<file path="src/rtl/lsu_pkg.sv">
// Shared types and constants for the load/store memory stage.
// Sizes, FSM states, byte-enable patterns and the timeout counter width.
package lsu_pkg;

    typedef enum logic [1:0] {
        SZ_B = 2'b00,
        SZ_H = 2'b01,
        SZ_W = 2'b10
    } size_e;

    typedef enum logic [1:0] {
        IDLE = 2'b00,
        REQ  = 2'b01,
        WAIT = 2'b10,
        RESP = 2'b11
    } state_e;

    localparam logic [3:0] BE_B   = 4'b0001;
    localparam logic [3:0] BE_HLO = 4'b0011;
    localparam logic [3:0] BE_HHI = 4'b1100;
    localparam logic [3:0] BE_W   = 4'b1111;

    function automatic int cnt_width(input int timeout);
        return $clog2(timeout + 1);
    endfunction

    // Illegal size (2'b11) or an address not naturally aligned to the access size.
    function automatic logic req_bad(input logic [1:0] size, input logic [1:0] a);
        return (size == 2'b11) ||
               ((size == SZ_H) && a[0]) ||
               ((size == SZ_W) && (a != 2'b00));
    endfunction

endpackage

</file>
<file path="src/rtl/lsu_mem_stage_lane.sv">
// Byte-lane steering: store replication and byte enables, load lane
// extraction with sign/zero extension. Purely combinational.
module lsu_lane
    import lsu_pkg::*;
(
    input  logic [1:0]  size_i,
    input  logic        unsigned_i,
    input  logic [1:0]  addr_lo_i,
    input  logic [31:0] wdata_i,
    input  logic [31:0] rdata_i,
    output logic [3:0]  be_o,
    output logic [31:0] wdata_o,
    output logic [31:0] rdata_o
);

    logic [7:0]  ld_b;
    logic [15:0] ld_h;

    assign ld_b = rdata_i[{addr_lo_i, 3'b000} +: 8];
    assign ld_h = rdata_i[{addr_lo_i[1], 4'b0000} +: 16];

    always_comb begin
        be_o    = BE_W;
        wdata_o = wdata_i;
        case (size_i)
            SZ_B: begin
                be_o    = BE_B << addr_lo_i;
                wdata_o = {4{wdata_i[7:0]}};
            end
            SZ_H: begin
                be_o    = addr_lo_i[1] ? BE_HHI : BE_HLO;
                wdata_o = {2{wdata_i[15:0]}};
            end
            default: ;
        endcase
    end

    always_comb begin
        rdata_o = rdata_i;
        case (size_i)
            SZ_B: rdata_o = {{24{ld_b[7]  & ~unsigned_i}}, ld_b};
            SZ_H: rdata_o = {{16{ld_h[15] & ~unsigned_i}}, ld_h};
            default: ;
        endcase
    end

endmodule

</file>
<file path="src/rtl/lsu_mem_stage.sv">
// Load/store stage: one outstanding op on a grant/rvalid memory bus,
// single-cycle response with extended load data or an error flag.
module lsu_mem_stage
    import lsu_pkg::*;
#(
    parameter int D_WIDTH = 32,
    parameter int TIMEOUT = 16
) (
    input  logic               clk,
    input  logic               rst,
    input  logic               req_valid,
    output logic               req_ready,
    input  logic               req_we,
    input  logic [1:0]         req_size,
    input  logic               req_unsigned,
    input  logic [D_WIDTH-1:0] req_addr,
    input  logic [D_WIDTH-1:0] req_wdata,
    output logic               resp_valid,
    output logic [D_WIDTH-1:0] resp_rdata,
    output logic               resp_err,
    output logic               mem_req,
    output logic               mem_we,
    output logic [D_WIDTH-1:0] mem_addr,
    output logic [3:0]         mem_be,
    output logic [D_WIDTH-1:0] mem_wdata,
    input  logic               mem_gnt,
    input  logic               mem_rvalid,
    input  logic [D_WIDTH-1:0] mem_rdata
);

    localparam int CW = cnt_width(TIMEOUT);

    state_e             state_q, state_d;
    logic [CW-1:0]      cnt_q, cnt_d;
    logic               we_q, we_d;
    logic [1:0]         size_q, size_d;
    logic               uns_q, uns_d;
    logic [D_WIDTH-1:0] addr_q, addr_d;
    logic [D_WIDTH-1:0] wdata_q, wdata_d;
    logic [D_WIDTH-1:0] rdata_q, rdata_d;
    logic               err_q, err_d;

    logic               timeout;
    logic               in_req;
    logic [3:0]         lane_be;
    logic [D_WIDTH-1:0] lane_wdata;
    logic [D_WIDTH-1:0] lane_rdata;

    lsu_lane u_lane (
        .size_i     (size_q),
        .unsigned_i (uns_q),
        .addr_lo_i  (addr_q[1:0]),
        .wdata_i    (wdata_q),
        .rdata_i    (mem_rdata),
        .be_o       (lane_be),
        .wdata_o    (lane_wdata),
        .rdata_o    (lane_rdata)
    );

    // Counter never passes TIMEOUT: it stops incrementing once the limit is hit.
    assign timeout = (cnt_q >= CW'(TIMEOUT - 1));

    always_comb begin
        state_d = state_q;
        cnt_d   = cnt_q;
        we_d    = we_q;
        size_d  = size_q;
        uns_d   = uns_q;
        addr_d  = addr_q;
        wdata_d = wdata_q;
        rdata_d = rdata_q;
        err_d   = err_q;
        case (state_q)
            IDLE: begin
                if (req_valid) begin
                    we_d    = req_we;
                    size_d  = req_size;
                    uns_d   = req_unsigned;
                    addr_d  = req_addr;
                    wdata_d = req_wdata;
                    cnt_d   = '0;
                    rdata_d = '0;
                    err_d   = req_bad(req_size, req_addr[1:0]);
                    state_d = req_bad(req_size, req_addr[1:0]) ? RESP : REQ;
                end
            end
            REQ: begin
                if (!timeout) cnt_d = cnt_q + CW'(1);
                if (mem_gnt) begin
                    state_d = we_q ? RESP : WAIT;
                end else if (timeout) begin
                    err_d   = 1'b1;
                    state_d = RESP;
                end
            end
            WAIT: begin
                if (!timeout) cnt_d = cnt_q + CW'(1);
                if (mem_rvalid) begin
                    rdata_d = lane_rdata;
                    state_d = RESP;
                end else if (timeout) begin
                    err_d   = 1'b1;
                    state_d = RESP;
                end
            end
            RESP: state_d = IDLE;
            default: state_d = IDLE;
        endcase
    end

    always_ff @(posedge clk) begin
        if (rst) begin
            state_q <= IDLE;
            cnt_q   <= '0;
            we_q    <= 1'b0;
            size_q  <= 2'b00;
            uns_q   <= 1'b0;
            addr_q  <= '0;
            wdata_q <= '0;
            rdata_q <= '0;
            err_q   <= 1'b0;
        end else begin
            state_q <= state_d;
            cnt_q   <= cnt_d;
            we_q    <= we_d;
            size_q  <= size_d;
            uns_q   <= uns_d;
            addr_q  <= addr_d;
            wdata_q <= wdata_d;
            rdata_q <= rdata_d;
            err_q   <= err_d;
        end
    end

    // Bus fields are driven from captured state only while requesting.
    assign in_req     = (state_q == REQ);
    assign req_ready  = (state_q == IDLE);
    assign resp_valid = (state_q == RESP);
    assign resp_rdata = resp_valid ? rdata_q : '0;
    assign resp_err   = resp_valid & err_q;
    assign mem_req    = in_req;
    assign mem_we     = in_req & we_q;
    assign mem_addr   = in_req ? {addr_q[D_WIDTH-1:2], 2'b00} : '0;
    assign mem_be     = in_req ? lane_be : 4'b0000;
    assign mem_wdata  = in_req ? lane_wdata : '0;

endmodule

</file>
<file path="config.mk">
export PLATFORM = sky130hd
export DESIGN_NAME = lsu_mem_stage
export DESIGN_NICKNAME = d
export VERILOG_FILES = /design/src/rtl/lsu_pkg.sv /design/src/rtl/lsu_mem_stage_lane.sv /design/src/rtl/lsu_mem_stage.sv
export SDC_FILE = /design/constraint.sdc
export NUM_CORES = 1
export LEC_CHECK = 0
export ABC_CLOCK_PERIOD_IN_PS = 2700
export CORE_ASPECT_RATIO = 1.4
export CORE_MARGIN = 8
export CORE_UTILIZATION = 35
export DETAILED_ROUTE_END_ITERATION = 7
export GPL_ROUTABILITY_DRIVEN = 0
export PLACE_DENSITY = 0.7
export SYNTH_ARGS = -nofsm -noshare
export SYNTH_HDL_FRONTEND = slang
export SYNTH_SLANG_ARGS = --single-unit
</file>
<file path="constraint.sdc">
create_clock -name clk -period 2.7 [get_ports clk]
set_input_delay 0.54 -clock clk [delete_from_list [all_inputs] [get_ports clk]]
set_output_delay 0.54 -clock clk [all_outputs]
set_load 0.05 [all_outputs]
</file>
* Yosys cells after proc, flatten, opt, wreduce, memory -nomap -nowiden *
Index checks and enable logic that the tools add are counted.

storage, ports and cells
  flip-flop bits (word level) = 108
  input bits = 105
  output and inout bits = 105
  logic and storage cells = 72

cells by class
  reductions and logical operators = 15
  add/subtract/negate cells = 1
  magnitude comparators = 1
  shift operators = 3
  bitwise logic cells = 5
  eq/ne operators = 12
  multiplexer cells = 26

operators by type and width
  operator                                                                             count
  32-bit one-hot mux with 2 select lines                                               3
  32-bit 2-to-1 mux                                                                    5
  32-bit by 6-bit indexed part select with 16-bit output                               1
  32-bit by 6-bit indexed part select with 8-bit output                                1
  2-bit 2-to-1 mux                                                                     5
  5-bit 2-to-1 mux                                                                     2
  2-bit != test, second input constant                                                 5
  5-bit one-hot mux with 2 select lines                                                1
  2-bit == test, second input constant                                                 4
  4-bit 2-to-1 mux                                                                     2
  2-bit one-hot mux with 4 select lines                                                1
  4-bit one-hot mux with 2 select lines                                                1
  2-bit by 1-bit == test with 1-bit output, second input constant                      3
  3-bit AND reduction                                                                  2
  2-bit nonzero test                                                                   3
  5-bit by 1-bit adder with 5-bit output, second input constant                        1
  5-bit by 4-bit greater-or-equal comparator with 1-bit output, second input constant  1
  1-bit 2-to-1 mux                                                                     5
  1-bit bitwise AND                                                                    4
  2-bit logical NOT                                                                    2
  4-bit AND reduction                                                                  1
  1-bit by 2-bit << shifter with 4-bit output, first input constant                    1
  1-bit one-hot mux with 3 select lines                                                1
  3-bit nonzero test                                                                   1
  5 further kinds                                                                      7

* Longest topological paths before layout *
Gate-level depths: netlist of run 1.

  word-level depth = 7
  gate-level depth with buffers = 9
  depth with buffers taken out = 7

* Cells and area by module *
A second synthesis of run 1 with hierarchy kept.

unflattened totals
  cell total of the unflattened synthesis = 800
  area, all modules = 6064.6 um2

by module, submodules not included
  module         area each (um2)  times used  cells an instance
  lsu_mem_stage  4773.3           1           629
  lsu_lane       1291.2           1           171

* Least setup slack after synthesis of run 1 *
No wires, ideal clock.

  path kind = reg2out
  from = register state_q[1]
  to = output mem_wdata[10]
  cell stages (with the launch flop) = 5
  setup slack = -0.256 ns
  required time = 2.160 ns
  arrival = 2.416 ns
  cells stage by stage = dfxtp_1 inv_1 ha_1 clkbuf_1 a21boi_0

on the way
  longest elaborated chain between the ends = 2

RTL lines
  element                                   RTL line              source
  start: declaration                        lsu_mem_stage.sv:33   state_e state_q, state_d;
  start signal: assignment                  lsu_mem_stage.sv:123  state_q <= state_d;
  2-bit by 1-bit == test with 1-bit output  lsu_mem_stage.sv:136  assign in_req = (state_q == REQ);
  net mem_req                               lsu_mem_stage.sv:21   output logic mem_req,
  32-bit 2-to-1 mux                         lsu_mem_stage.sv:145  assign mem_wdata = in_req ? lane_wdata : '0;
  end: declaration                          lsu_mem_stage.sv:25   output logic [D_WIDTH-1:0] mem_wdata,

The timed path passes the listed nets, and every way through them passes these cells.

* Worst setup path after layout of run 1 *
  from = register state_q[0]
  to = register rdata_q[0]

on the way
  longest elaborated chain between the ends = 3
  elaborated cells between the ends (all ways) = 7

RTL lines
  element                                                               RTL line              source
  2-bit == test / 2-bit logical NOT (equally long branches)             lsu_mem_stage.sv:73   case (state_q)
  2-bit != test (no line) / 2-bit nonzero test (equally long branches)  n/a
  3-bit AND reduction (no line)                                         n/a
  end signal: assignment                                                lsu_mem_stage.sv:130  rdata_q <= rdata_d;
  end: declaration                                                      lsu_mem_stage.sv:40   logic [D_WIDTH-1:0] rdata_q, rdata_d;

Parallel ways exist; a longest one is shown, timed or not.
A chain may end at the register's enable or synchronous reset.

==> metrics.cfg, run 1 <==
[layout]
finish.net_count = 1013
area_added_between_synthesis_and_finish_pct = 53.2
drive_gt1_share_pct = 17.2
final_layout_fill_cell_count = 1484
utilization_pct = 54.7
postLayoutCellArea_um2 = 8510

[power]
cell_internal_pwr_mw = 3.40
power_leakage_nw = 3.23
seq_power_share_pct = 34.8
power.switching_fraction_pct = 40.6
ir_drop_mv = 0.409
power.clock.fraction_pct = 21.9
combinationalPowerShare_pct = 43.3
power.density_cell_area_nw_per_um2 = 674
power.net_switching_mw = 2.33

[critical_path]
r2r-end = rdata_q[0]
timing.critical_path.slowest_stage_cell = nor2b_1
worst_r2r_path_depth = 7
worst_setup_path_end_kind = flip-flop
rr_startpoint = state_q[0]
setup.worst_path.start = state_q[0]
timing.critical_path.from_type = flip-flop
cp_data_required_time_ns = 2.97
timing.critical_path.cells = inv_1, ha_1, nand2b_2, o211ai_2, nor2b_1, buf_4, o2bb2ai_1
worst-path-max-fanout = 18
critPathKind = reg -> reg
r2r_setup_slack_ns = 0.25
worst_path_dominant_cell_family = simple AND/OR/NAND/NOR gates
worst_ep_arrival_time_ns = 2.72
cp_slowest_stage_delay_ns = 0.91
path_buf_inv = 2

[synth]
synthesis.area_per_instance_um2 = 7.70
synth_sequential_area_ratio_pct = 38.9
ys.warnings.count = 0
synth_flop_cell = dfxtp_1
synth_async_sr_flop_share_pct = 0
post_synth_instance_area_um2 = 5550
synthCells = 721
number_of_flops_mapped_to_enable_cells_by_yosys = 0
synth_cell_types = 50
synth_seq_cells = 108

[cts]
clkSlewWorstSetupHoldPaths_ns = 0.08
post_cts_buffers = 0
cts_max_path_buffers = 2
clock_tree_from_tritoncts = built
htree_levels = 3
clock_sinks = 108
cts_inserted_buffers = 9
clock_insertion_delay_worst_skew_ns = 0.34
clockRootBuffer = clkbuf_16

[routing]
postRouteWirelength_um = 18600
drc = 0
route.detailed.wl_per_inst_um = 16.9
drtPass1Iterations = 5
via_count = 5566
average_via_count_per_standard_cell = 5.04
ant_nets = 0
initialDrtViolationCount = 268

[timing]
final_max_slew_viol_count = 0
post-route-min-period_ns = 2.45
unrepaired_setup_endpoints_after_global_routing = false
timing.slew.headroom_pct = 24.4
worstMarginPinSlew_ns = 1.13
maxClockFrequency_ghz = 0.408
finalSetupViolCount = 0
setup_slack_ns = 0.250
hold_violations = 0
finalClockSkew_ns = 0.00945
final.period_utilization_pct = 90.7
hold-worst-slack_ns = 0.451

[floorplan]
fp.dieArea_um2 = 20200
area_of_the_core_um2 = 15500
dieWidth_um = 122
start_util_pct = 35.7
placement_rows = 54
floorplan.die.height_um = 165
floorplan.io_pins = 210

[placed_design]
port-buffer-count = 207
dpl-instance-area_um2 = 8220
pre_cts_worst_setup_slack_ns = 0.000492
dp.final_hpwl_um = 14100

[global_route]
via_count_of_the_first_global_routing_pass = 5520
wire_length_of_the_first_global_routing_pass_um = 28800
pin_count_of_the_biggest_net_entering_global_routing = 72
groute.usage.overall_pct = 18.0
total_global_routing_overflow = 0
antenna_violations_before_repair = 2

[worst_hold_path]
timing.hold.worst.class = reg -> reg
holdPathStages = 2
min_from = addr_q[8]
worstHoldEndpoint = addr_q[8]

[flow_run]
max_cap_viol_count = 0

[status]
run_status = finished, final reports clean

[per-layer routing]
layer | track usage, % | vias up | routed length, um
li1 | - | 2800 | -
met1 | 19.5 | 2586 | 7460
met2 | 32.5 | 164 | 9590
met3 | 4.48 | 16 | 1180
met4 | 7.28 | 0 | 399
met5 | 0 | - | 0
[how the worst max path moves through the flow]
stage / end / cells past startpoint
2_1_floorplan: mem_wdata[10] / 4
3_3_place_gp: rdata_q[2] / 6
3_5_place_dp: rdata_q[1] / 6
4_1_cts: req_ready / 3
5_1_grt: rdata_q[0] / 7
6_report: rdata_q[0] / 7
[layout by cell type, fill, tap and decap left out, drive strengths merged, types with 12 or more instances in the layout]
master         instances
nand2                177
mux2i                 18
nand2b                12
nor2b                 13
dfxtp                108
nor2                  12
buf                  124
o21ai                 26
clkdlybuf4s50        103
a221o                 16
a21oi                101
and2                  82
[area by class of cell]
cell class	instances	area, um^2	area share, %
sequential	108	2160	25.4
antenna	2	5.00	0.0588
clock inverter	7	48.8	0.574
inverter	6	22.5	0.265
multi-input combinational	549	3110	36.5
timing repair buffer	228	2690	31.6
tap	196	245	2.88
clock buffer	9	225	2.65
[logic make-up (layout without fill, tap and decap cells)]
kind of cell               after synthesis  in the layout  share of synthesized area [%]
muxes                                   21             21                           4.12
and+or+nand+nor                        331            331                           29.3
DFF                                    108            108                           38.9
adders and majority gates                6              6                           1.35
other                                    1              4                         0.0675
AOI/OAI and AO/OA                      189            189                           20.9
buffers and inverters                   65            250                           5.29
[sequential cells by signal, summed over array words and instances (netlist names)]
signal and count:
state_q 2, wdata_q 32, cnt_q 5, uns_q 1, addr_q 32, size_q 2
we_q 1, rdata_q 32, err_q 1
[metrics by stage]
step	TNS (ns)	total power, mW	instances
after floorplan	-1.54	3.65	722
after global placement	0	4.52	1087
after detailed placement	0	4.54	1087
after CTS	0	5.81	1103
after global routing	0	6.10	1105
final	0	5.73	1105
[worst min-delay path, delay by kind of cell (launching register included)]
kind	cells	cell delay (ns)
simple gates	1	0.05
compound gates	1	0.05
flops	1	0.31
[synth_stat cells (3+ instances only)]
cell       instances  area (um^2)
a211oi_1          10         75.1
a21boi_0           8         60.1
a21oi_1          101          505
a221o_1           16          160
a22oi_1            8         60.1
and2_1            82          513
buf_1              4         15.0
buf_2             12         60.1
buf_4              3         22.5
buf_6              3         33.8
clkbuf_1          36          135
dfxtp_1          108         2160
ha_1               6         75.1
inv_1              6         22.5
mux2i_1           17          170
nand2_1          176          661
nand2b_1          11         68.8
nand3_1           11         55.1
nor2_1            11         41.3
nor2b_1           13         81.3
nor3_1             5         25.0
o21a_1             4         30.0
o21ai_0           26          130
o2bb2ai_1          7         61.3
or3_1              7         43.8
[timing repair]
action                     in CTS  in global routing
hold endpoints to repair        0                  0
resized for setup               0                  3
hold buffers                    0                  0
setup endpoints to repair       0                  5
[power by group through the flow]
stage | registers (mW) | logic [mW] | clock network [mW]
6_report | 1.99 | 2.48 | 1.25
4_1_cts | 2.00 | 2.52 | 1.29
5_1_grt | 2.03 | 2.72 | 1.35
2_1_floorplan | 1.96 | 1.69 | 0
3_5_place_dp | 2.03 | 2.51 | 0
3_3_place_gp | 2.03 | 2.50 | 0
(Power assumes the default switching activity.)
==> inputs of run 2 (changes only) <==
--- a/config.mk
+++ b/config.mk
@@ -5,10 +5,12 @@
 export SDC_FILE = /design/constraint.sdc
 export NUM_CORES = 1
 export LEC_CHECK = 0
-export ABC_CLOCK_PERIOD_IN_PS = 2700
+export ABC_CLOCK_PERIOD_IN_PS = 2800
+export CAP_MARGIN = 15
 export CORE_ASPECT_RATIO = 1.4
 export CORE_MARGIN = 8
 export CORE_UTILIZATION = 35
+export CTS_CLUSTER_SIZE = 25
 export DETAILED_ROUTE_END_ITERATION = 7
 export GPL_ROUTABILITY_DRIVEN = 0
 export PLACE_DENSITY = 0.7
==> constraint.sdc (replaced) <==
create_clock -name clk -period 2.8 [get_ports clk]
set_input_delay 0.56 -clock clk [delete_from_list [all_inputs] [get_ports clk]]
set_output_delay 0.56 -clock clk [all_outputs]
set_load 0.05 [all_outputs]
==> metrics.cfg, run 2 (same netlist as run 1, synthesis figures left out) <==
[routing]
average_via_count_per_standard_cell = 5.01  ; was 5.04
drc = 0  ; unchanged
route.detailed.wl_per_inst_um = 17.0  ; was 16.9 um
via_count = 5546  ; was 5,566
postRouteWirelength_um = 18800  ; was 18,600 um
initialDrtViolationCount = 364  ; was 268
ant_nets = 0  ; unchanged
drtPass1Iterations = 4  ; was 5

[placed_design]
numPlacedInstances = 1090  ; was 1,087
dp.final_hpwl_um = 14100  ; about the same
port-buffer-count = 207  ; unchanged

[timing]
hold-worst-slack_ns = 0.451  ; about the same
final.period_utilization_pct = 89.7
finalClockSkew_ns = 0.00628  ; was 0.00945 ns
post-route-min-period_ns = 2.51
timing.slew.headroom_pct = 35.8  ; was 24.4%
maxClockFrequency_ghz = 0.398
final_max_slew_viol_count = 0  ; unchanged
finalSetupViolCount = 0  ; unchanged
unrepaired_setup_endpoints_after_global_routing = false  ; unchanged
worstMarginPinSlew_ns = 0.963  ; was 1.13 ns
hold_violations = 0  ; unchanged

[cts]
cts_resized = 0  ; unchanged
clockRootBuffer = clkbuf_16  ; unchanged
post_cts_buffers = 0  ; unchanged
clkSlewWorstSetupHoldPaths_ns = 0.08  ; about the same
clock_tree_from_tritoncts = built  ; unchanged
cts_inserted_buffers = 9  ; unchanged
htree_levels = 3  ; unchanged
holdBufCountCts = 0  ; unchanged
cts_max_path_buffers = 2  ; unchanged
clock_sinks = 108  ; unchanged
clock_insertion_delay_worst_skew_ns = 0.34  ; about the same

[layout]
utilization_pct = 52.7  ; was 54.7%
finish.net_count = 1016  ; was 1,013
non_filler_instance_count_after_layout = 1106  ; was 1,105
area_added_between_synthesis_and_finish_pct = 47.4  ; was 53.2%
biggestRegsByFlops = addr_q (32), rdata_q (32), wdata_q (32)  ; unchanged
drive_gt1_share_pct = 17.3  ; was 17.2%
sequential_cell_area_um2 = 2160  ; unchanged
n_antenna_cell = 0  ; was 2
layout.cells.most_common_list = nand2_1, dfxtp_1, clkdlybuf4s50_1, a21oi_1, buf_4  ; was nand2_1, dfxtp_1, clkdlybuf4s50_1, a21oi_1, and2_1
multi_input_comb_area_um2 = 3110  ; about the same
final_layout_fill_cell_count = 1501  ; was 1,484
mostFrequentLayoutCell = nand2_1  ; unchanged

[critical_path]
timing.critical_path.from_type = flip-flop  ; unchanged
worst-path-max-fanout = 10  ; was 18
cp_data_required_time_ns = 2.24  ; was 2.97 ns
worst_ep_arrival_time_ns = 1.95  ; was 2.72 ns
critPathKind = reg -> out  ; was reg -> reg
worst_setup_path_end_kind = primary output  ; was flip-flop

[flow_run]
max_cap_viol_count = 0  ; unchanged

[power]
power.density_cell_area_nw_per_um2 = 680  ; was 674 nW/um^2
ir_drop_mv = 0.534  ; was 0.409 mV
overall_power_mw = 5.57  ; was 5.73 mW
power_leakage_nw = 3.16  ; was 3.23 nW

[floorplan]
start_util_pct = 35.7  ; unchanged
floorplan.die.height_um = 165  ; unchanged
fp.dieArea_um2 = 20200  ; unchanged
floorplan.io_pins = 210  ; unchanged
placement_rows = 54  ; unchanged
area_of_the_core_um2 = 15500  ; unchanged
dieWidth_um = 122  ; unchanged

[global_route]
groute.usage.overall_pct = 18.2  ; was 18.0%
antenna_violations_before_repair = 0  ; was 2
total_global_routing_overflow = 0  ; unchanged
wire_length_of_the_first_global_routing_pass_um = 29000  ; was 28,800 um
pin_count_of_the_biggest_net_entering_global_routing = 85  ; was 72
via_count_of_the_first_global_routing_pass = 5524  ; was 5,520

[worst_hold_path]
timing.hold.worst.class = reg -> reg  ; unchanged

[status]
run_status = finished, final reports clean  ; unchanged

==> run 2: worst paths after layout <==
| check | from | to | slack (ns) | cells past startpoint |
|---|---|---|---|---|
| max | size_q[0] | mem_wdata[11] | 0.29 | 5 |
| min | addr_q[29] | addr_q[29] | 0.45 | 2 |
| max reg2reg | cnt_q[0] | cnt_q[0] | 0.67 | 7 |
| min reg2reg | addr_q[29] | addr_q[29] | 0.45 | 2 |
==> run 2: through the flow <==
stage,cell area [um^2],setup slack (ns),TNS [ns]
3_5_place_dp,7910,0.476,0
2_1_floorplan,5560,-0.176,-1.06
6_report,8190,0.288,0
4_1_cts,8190,0.251,0
5_1_grt,8190,0.138,0
3_3_place_gp,7910,0.488,0
==> run 2: power breakdown <==
group / leakage, nW / internal [mW] / switching [mW]
combinational: 2.14 / 0.943 / 1.50
clock: 0.132 / 0.610 / 0.601
sequential: 0.882 / 1.76 / 0.150
total: 3.16 / 3.31 / 2.25
==> run 2: metal layers <==
| metal | part of all wire [%] | wire (um) | track usage, % |
|---|---|---|---|
| met1 | 39 | 7240 | 19.2 |
| met2 | 51 | 9650 | 33.1 |
| met3 | 8.2 | 1550 | 5.85 |
| met4 | 1.6 | 308 | 5.84 |
| met5 | 0 | 0 | 0 |
==> run 2: layout make-up <==
class / instances / share of cell area, %
clock buffers: 9 / 2.75
clock inverters: 7 / 0.627
inverters: 6 / 0.275
multi-input cells: 549 / 37.9
flip-flops and latches: 108 / 26.4
well taps: 196 / 3.00
repair buffers: 231 / 29.0
==> run 2: worst max-delay path, cell delays in order, from the launching register on <==
cell and delay [ns]:
dfxtp_1 0.32, buf_4 0.19, nor2_1 0.43, nand2_1 0.10, a21boi_0 0.37, buf_12 0.20
==> inputs of run 3 (changes only) <==
--- a/config.mk
+++ b/config.mk
@@ -10,7 +10,7 @@
 export CORE_ASPECT_RATIO = 1.4
 export CORE_MARGIN = 8
 export CORE_UTILIZATION = 35
-export CTS_CLUSTER_SIZE = 25
+export CTS_CLUSTER_SIZE = 10
 export DETAILED_ROUTE_END_ITERATION = 7
 export GPL_ROUTABILITY_DRIVEN = 0
 export PLACE_DENSITY = 0.7
==> results of run 3 <==
Same layout as run 2: the final DEF is identical, and so are final timing and power.
